$ cat config.mk
export PLATFORM = sky130hd
export DESIGN_NAME = reg_status_file
export DESIGN_NICKNAME = d
export VERILOG_FILES = /design/src/rtl/reg_status_file_pkg.sv /design/src/rtl/reg_status_entry.sv /design/src/rtl/reg_status_file.sv
export SDC_FILE = /design/constraint.sdc
export NUM_CORES = 2
export LEC_CHECK = 0
export CAP_MARGIN = 10
export CORE_UTILIZATION = 40
export CTS_BUF_LIST = sky130_fd_sc_hd__clkbuf_8
export CTS_CLUSTER_DIAMETER = 150
export DETAILED_ROUTE_END_ITERATION = 12
export GPL_ROUTABILITY_DRIVEN = 0
export HOLD_SLACK_MARGIN = 0.1
export PLACE_DENSITY = 0.58
export SLEW_MARGIN = 10
export SYNTH_ARGS = -nofsm -noshare
export SYNTH_HDL_FRONTEND = slang
export SYNTH_SLANG_ARGS = --single-unit
$ cat constraint.sdc
create_clock -name clk -period 83.4 [get_ports clk]
set_input_delay 12.51 -clock clk [delete_from_list [all_inputs] [get_ports clk]]
set_output_delay 12.51 -clock clk [all_outputs]
set_load 0.02 [all_outputs]
$ cat src/rtl/reg_status_file_pkg.sv
// Shared constants and types for the register file / register-result-status table.
// CDB layout, tag encoding and unit identifiers used by the issue stage and the stations.
package reg_status_file_pkg;

    localparam int unsigned NREG  = 32;
    localparam int unsigned AW    = 5;
    localparam int unsigned TAG_W = 8;
    localparam int unsigned DW    = 32;

    localparam int unsigned CDB_W       = 41;
    localparam int unsigned UNIT_OUT_W  = 40;
    localparam int unsigned CDB_VALID   = 40;
    localparam int unsigned CDB_TAG_HI  = 39;
    localparam int unsigned CDB_TAG_LO  = 32;
    localparam int unsigned CDB_DATA_HI = 31;

    localparam logic [TAG_W-1:0] TAG_NONE = '0;

    // Tag = {unit id, station index}; unit id occupies tag[7:3].
    typedef enum logic [4:0] {
        UNIT_ALU = 5'b00001,
        UNIT_MUL = 5'b00010,
        UNIT_DIV = 5'b00100,
        UNIT_LS  = 5'b01000
    } unit_id_e;

    typedef struct packed {
        logic             valid;
        logic [TAG_W-1:0] tag;
        logic [DW-1:0]    data;
    } cdb_t;

    function automatic logic [TAG_W-1:0] make_tag(input unit_id_e unit, input logic [2:0] idx);
        return {unit, idx};
    endfunction

endpackage

$ cat src/rtl/reg_status_entry.sv
// One architectural register: value plus producer tag.
// Per-edge priority: CDB retire, then preload (value and tag), then rename (tag only).
module reg_status_entry
    import reg_status_file_pkg::*;
(
    input  logic             clk,
    input  logic             rst,
    input  logic             i_cdb_valid,
    input  logic [TAG_W-1:0] i_cdb_tag,
    input  logic [DW-1:0]    i_cdb_data,
    input  logic             i_pre_hit,
    input  logic [DW-1:0]    i_pre_data,
    input  logic             i_ren_hit,
    input  logic [TAG_W-1:0] i_ren_tag,
    output logic [DW-1:0]    o_value,
    output logic [TAG_W-1:0] o_tag,
    output logic             o_busy_next
);

    logic [DW-1:0]    r_value;
    logic [TAG_W-1:0] r_tag;
    logic [DW-1:0]    w_value_nxt;
    logic [TAG_W-1:0] w_tag_nxt;
    logic             w_cdb_hit;

    always_comb begin
        w_cdb_hit   = i_cdb_valid && (i_cdb_tag != TAG_NONE) && (r_tag == i_cdb_tag);
        w_value_nxt = r_value;
        w_tag_nxt   = r_tag;
        if (w_cdb_hit) begin
            w_value_nxt = i_cdb_data;
            w_tag_nxt   = TAG_NONE;
        end
        if (i_pre_hit) begin
            w_value_nxt = i_pre_data;
            w_tag_nxt   = TAG_NONE;
        end
        // Rename only claims the tag; the value keeps whatever retire/preload left.
        if (i_ren_hit) begin
            w_tag_nxt = i_ren_tag;
        end
    end

    always_ff @(posedge clk or posedge rst) begin
        if (rst) begin
            r_value <= '0;
            r_tag   <= TAG_NONE;
        end else begin
            r_value <= w_value_nxt;
            r_tag   <= w_tag_nxt;
        end
    end

    assign o_value     = r_value;
    assign o_tag       = r_tag;
    assign o_busy_next = (w_tag_nxt != TAG_NONE);

endmodule

$ cat src/rtl/reg_status_file.sv
// Register file with rename tags feeding the reservation stations.
// Source reads are combinational with same-cycle CDB bypass; register 0 reads as constant zero.
module reg_status_file
    import reg_status_file_pkg::*;
(
    input  logic             clk,
    input  logic             rst,
    input  logic [CDB_W-1:0] cdb,
    input  logic             issue,
    input  logic [AW-1:0]    rs1_addr,
    input  logic [AW-1:0]    rs2_addr,
    input  logic             rd_we,
    input  logic [AW-1:0]    rd_addr,
    input  logic [TAG_W-1:0] rd_tag,
    input  logic             pre_we,
    input  logic [AW-1:0]    pre_addr,
    input  logic [DW-1:0]    pre_data,
    output logic [TAG_W-1:0] q1_out,
    output logic [DW-1:0]    v1_out,
    output logic [TAG_W-1:0] q2_out,
    output logic [DW-1:0]    v2_out,
    output logic [AW:0]      pending
);

    cdb_t             w_cdb;
    logic [DW-1:0]    w_val [NREG];
    logic [TAG_W-1:0] w_tag [NREG];
    logic [NREG-1:0]  w_busy_nxt;
    logic [AW:0]      w_count;
    logic [AW:0]      r_pending;
    logic [TAG_W-1:0] w_t1, w_t2;

    assign w_cdb = cdb;

    assign w_val[0]      = '0;
    assign w_tag[0]      = TAG_NONE;
    assign w_busy_nxt[0] = 1'b0;

    for (genvar g = 1; g < NREG; g++) begin : g_entry
        logic w_pre_hit;
        logic w_ren_hit;

        assign w_pre_hit = pre_we && (pre_addr == AW'(g));
        assign w_ren_hit = issue && rd_we && (rd_addr == AW'(g)) && (rd_tag != TAG_NONE);

        reg_status_entry u_entry (
            .clk         (clk),
            .rst         (rst),
            .i_cdb_valid (w_cdb.valid),
            .i_cdb_tag   (w_cdb.tag),
            .i_cdb_data  (w_cdb.data),
            .i_pre_hit   (w_pre_hit),
            .i_pre_data  (pre_data),
            .i_ren_hit   (w_ren_hit),
            .i_ren_tag   (rd_tag),
            .o_value     (w_val[g]),
            .o_tag       (w_tag[g]),
            .o_busy_next (w_busy_nxt[g])
        );
    end

    always_comb begin
        w_t1   = w_tag[rs1_addr];
        q1_out = w_t1;
        v1_out = '0;
        if (w_t1 == TAG_NONE) begin
            v1_out = w_val[rs1_addr];
        end else if (w_cdb.valid && (w_cdb.tag == w_t1)) begin
            q1_out = TAG_NONE;
            v1_out = w_cdb.data;
        end
    end

    always_comb begin
        w_t2   = w_tag[rs2_addr];
        q2_out = w_t2;
        v2_out = '0;
        if (w_t2 == TAG_NONE) begin
            v2_out = w_val[rs2_addr];
        end else if (w_cdb.valid && (w_cdb.tag == w_t2)) begin
            q2_out = TAG_NONE;
            v2_out = w_cdb.data;
        end
    end

    // Counting next-state tags makes the registered count match the post-edge table.
    always_comb begin
        w_count = '0;
        for (int unsigned i = 0; i < NREG; i++) begin
            w_count = w_count + {{AW{1'b0}}, w_busy_nxt[i]};
        end
    end

    always_ff @(posedge clk or posedge rst) begin
        if (rst) begin
            r_pending <= '0;
        end else begin
            r_pending <= w_count;
        end
    end

    assign pending = r_pending;

endmodule

==> qor.yml <==
global_route:
  grt_pass1_vias: 64000
  antenna_found_initial: 14
  grt_max_degree: 164
  grt_usage_pct: 32.3
  grt_first_pass_wirelength_um: 477000
  grt.overflow.total: 0
timing:
  slew_violations: 0
  relSlewSlack_pct: 14.2
  fin_skew_ns: 0.0406
  fmax_mhz: 32.3
  rsz0062_at_grt: "no"
  min_period_over_period_pct: 37.1
  finalHoldViolCount: 0
  fin_crit_ns: 30.96
  setup_tns_ns: 0
  finalSetupViolCount: 0
  tightest_slew_ns: 1.29
  setup_slack_ns: 52.44
critical_path:
  end_kind: "output pin"
  critPathKind: "input pin to output pin"
  crit_family: "buffers and inverters"
  crit_arrival_ns: 18.45
  crit_path_frequent_cell: "buf_4"
  slowest_stage: "buf_4"
  crit_buf_inv: 6
  crit_chain: "clkdlybuf4s50_1 -> buf_4 -> inv_6 -> buf_4 -> and3_1 -> nor4_1 -> or4_1 -> nand3b_1 -> or4_4 -> buf_4 -> o32ai_1 -> clkdlybuf4s50_1"
  cp.required_ns: 70.89
  worstRegToRegCells: 23
  startpoint_type: "input pin"
  slowest_delay_ns: 0.94
  critPathMaxFanout: 64
  cp.depth: 12
clock_tree:
  cts.sinks: 1246
  cts-buffers-inserted: 217
  clock-root-buffer: "clkbuf_8"
  clk_path_buf_depth: 3
  post-cts-setup-buffer-count: 0
  cts-resized-gates: 0
  clk_pin_slew_ns: 0.06
  clkLatencyLatePin_ns: 1.01
  cts.htree.levels: 4
  cts_tree: "built"
  holdBufCountCts: 0
placement:
  place_hpwl_um: 191000
  pre_cts_slack_ns: 52.52
  dp.cells: 9657
  numPortBuffers: 191
synth:
  avgSynthCellArea_um2: 10.9
  synthArstFlopShare_pct: 100
  syn_nets: 7579
  synth-main-ff-cell: "dfrtp_1"
  synth.distinct_cells: 75
  synth_cells: 7443
  ys_seq_area_share_pct: 38.5
  synth-edff-count: 0
  ys_ff_latch: 1246
  yosysWarnings: 0
  syn_area_mm2: 0.0809
drt:
  wl_um: 333000
  first_pass_iters: 7
  vias: 65800
  avgViaCountPerCell: 6.54
  drc: 0
  post_drt_wl_per_cell_um: 33.1
  drt_iter0_markers: 9607
  drtAntennaViolNets: 0
die:
  dieArea_mm2: 0.204
  initial_core_util_pct: 40.4
  rows: 164
  ioPinCount: 192
  die_x_um: 452
  core_mm2: 0.200
  die_h_um: 452
cells_and_area:
  multi_input_area_mm2: 0.0466
  layout-drive-gt1-share_pct: 19.4
  layout_commonest_cell: "dfrtp_1"
  seqCellArea_mm2: 0.0312
  fin_nets: 7356
  syn_to_final_growth_pct: 10.5
  final_cell_mix: "1246 x dfrtp_1, 1047 x mux2i_1, 691 x nor2_1"
  fin_cells: 10100
  num-fill-cells: 18600
hold_path:
  worstHoldPathCells: 2
  hp-class: "flop to flop"
power:
  ir_worst_vdd_v: 0.000117
  p_leak_nw: 38.2
  power_density_mw_per_mm2: 26.1
status:
  status: "completed"
flow_run:
  cap_violations: 0
synth_stat cells (14+ instances only):
cell | instances | area [um^2]
dfrtp_1 | 1246 | 31200
mux2i_1 | 1047 | 10500
nor2_1 | 704 | 2640
nand2_1 | 675 | 2530
mux4_2 | 662 | 14900
clkbuf_1 | 579 | 2170
o21ai_0 | 523 | 2620
a21oi_1 | 496 | 2480
a22o_1 | 323 | 2830
xnor2_1 | 147 | 1290
buf_2 | 134 | 671
xor2_1 | 128 | 1120
buf_1 | 107 | 402
mux2_2 | 90 | 1010
nand3_1 | 57 | 285
nor4_1 | 47 | 294
nor3_1 | 42 | 210
nand4_1 | 37 | 231
o32ai_1 | 36 | 315
inv_1 | 33 | 124
nor2b_1 | 28 | 175
o32ai_2 | 28 | 455
or4_1 | 26 | 195
o31ai_1 | 24 | 180
fa_1 | 23 | 460
buf_6 | 19 | 214
a22oi_1 | 17 | 128
nand2b_1 | 17 | 106
and2_1 | 14 | 87.6
worst reg2reg max path, delay by kind of cell (launching register included):
kind | cells | cell delay [ns]
flip-flops | 1 | 0.48
buffers and inverters | 4 | 0.35
XOR/XNOR | 2 | 0.34
AND/OR/NAND/NOR | 6 | 2.20
adder cells (fa/ha/maj) | 8 | 3.78
AO/OA/AOI/OAI | 3 | 0.63
power breakdown:
group          switching, W  internal [W]
logic              0.000417      0.000435
clock network      0.000281      0.000317
registers          0.000127      0.000757
total              0.000825       0.00151
cell families (layout without fill, tap and decap cells):
group | after synthesis | after routing | share of synthesized area (%)
AO/OA/AOI/OAI | 1536 | 1536 | 12.0
multiplexers | 1800 | 1800 | 32.7
other | 0 | 9 | 0
XOR/XNOR | 275 | 275 | 2.98
flip-flops | 1246 | 1246 | 38.5
buffers and inverters | 878 | 830 | 4.48
adder cells (fa/ha/maj) | 30 | 30 | 0.677
AND/OR/NAND/NOR | 1678 | 1678 | 8.64
flip-flops by register name (all words and copies together), names as in the netlist:
register                 flops
g_entry.u_entry.o_tag      248
g_entry.u_entry.o_value    992
pending                      6
path summary, 6_finish.rpt:
| kind | endpoint | slack (ns) | startpoint |
|---|---|---|---|
| max in group asynchronous | g_entry[13].u_entry.o_value[14] | 67.20 | rst |
| min in group asynchronous | g_entry[11].u_entry.o_value[30] | 12.05 | rst |
| min | g_entry[6].u_entry.o_value[9] | 0.59 | g_entry[6].u_entry.o_value[9] |
| min reg2reg | g_entry[6].u_entry.o_value[9] | 0.59 | g_entry[6].u_entry.o_value[9] |
| max | v2_out[31] | 52.44 | rs2_addr[3] |
| max reg2reg | pending[4] | 75.57 | g_entry[28].u_entry.o_tag[5] |
layout make-up:
cell class | count | area share [%]
Tap cell | 2656 | 3.72
Multi-Input combinational cell | 5319 | 52.2
Antenna cell | 9 | 0.0252
Clock buffer | 288 | 4.44
Inverter | 34 | 0.162
Clock inverter | 106 | 0.654
Timing Repair Buffer | 402 | 3.91
Sequential cell | 1246 | 34.9
per-stage QoR:
step	total power [W]	cell area, um^2	util (%)	hold WS [ns]
2_1_floorplan	0.00149	80900	-	0.529
3_3_place_gp	0.00171	84800	42.3	0.559
3_5_place_dp	0.00173	84800	42.3	0.572
4_1_cts	0.00233	89300	44.6	0.587
5_1_grt	0.00246	89300	44.6	0.613
6_report	0.00233	89400	44.6	0.589
metal layers:
| layer | track usage, % | wire length [um] | vias up |
|---|---|---|---|
| li1 | - | - | 27000 |
| met1 | 43.0 | 128000 | 33200 |
| met2 | 47.5 | 145000 | 4579 |
| met3 | 8.38 | 38400 | 1028 |
| met4 | 18.7 | 21800 | 12 |
| met5 | 0 | 89 | - |
No activity file was read; power rests on OpenSTA's default activity.
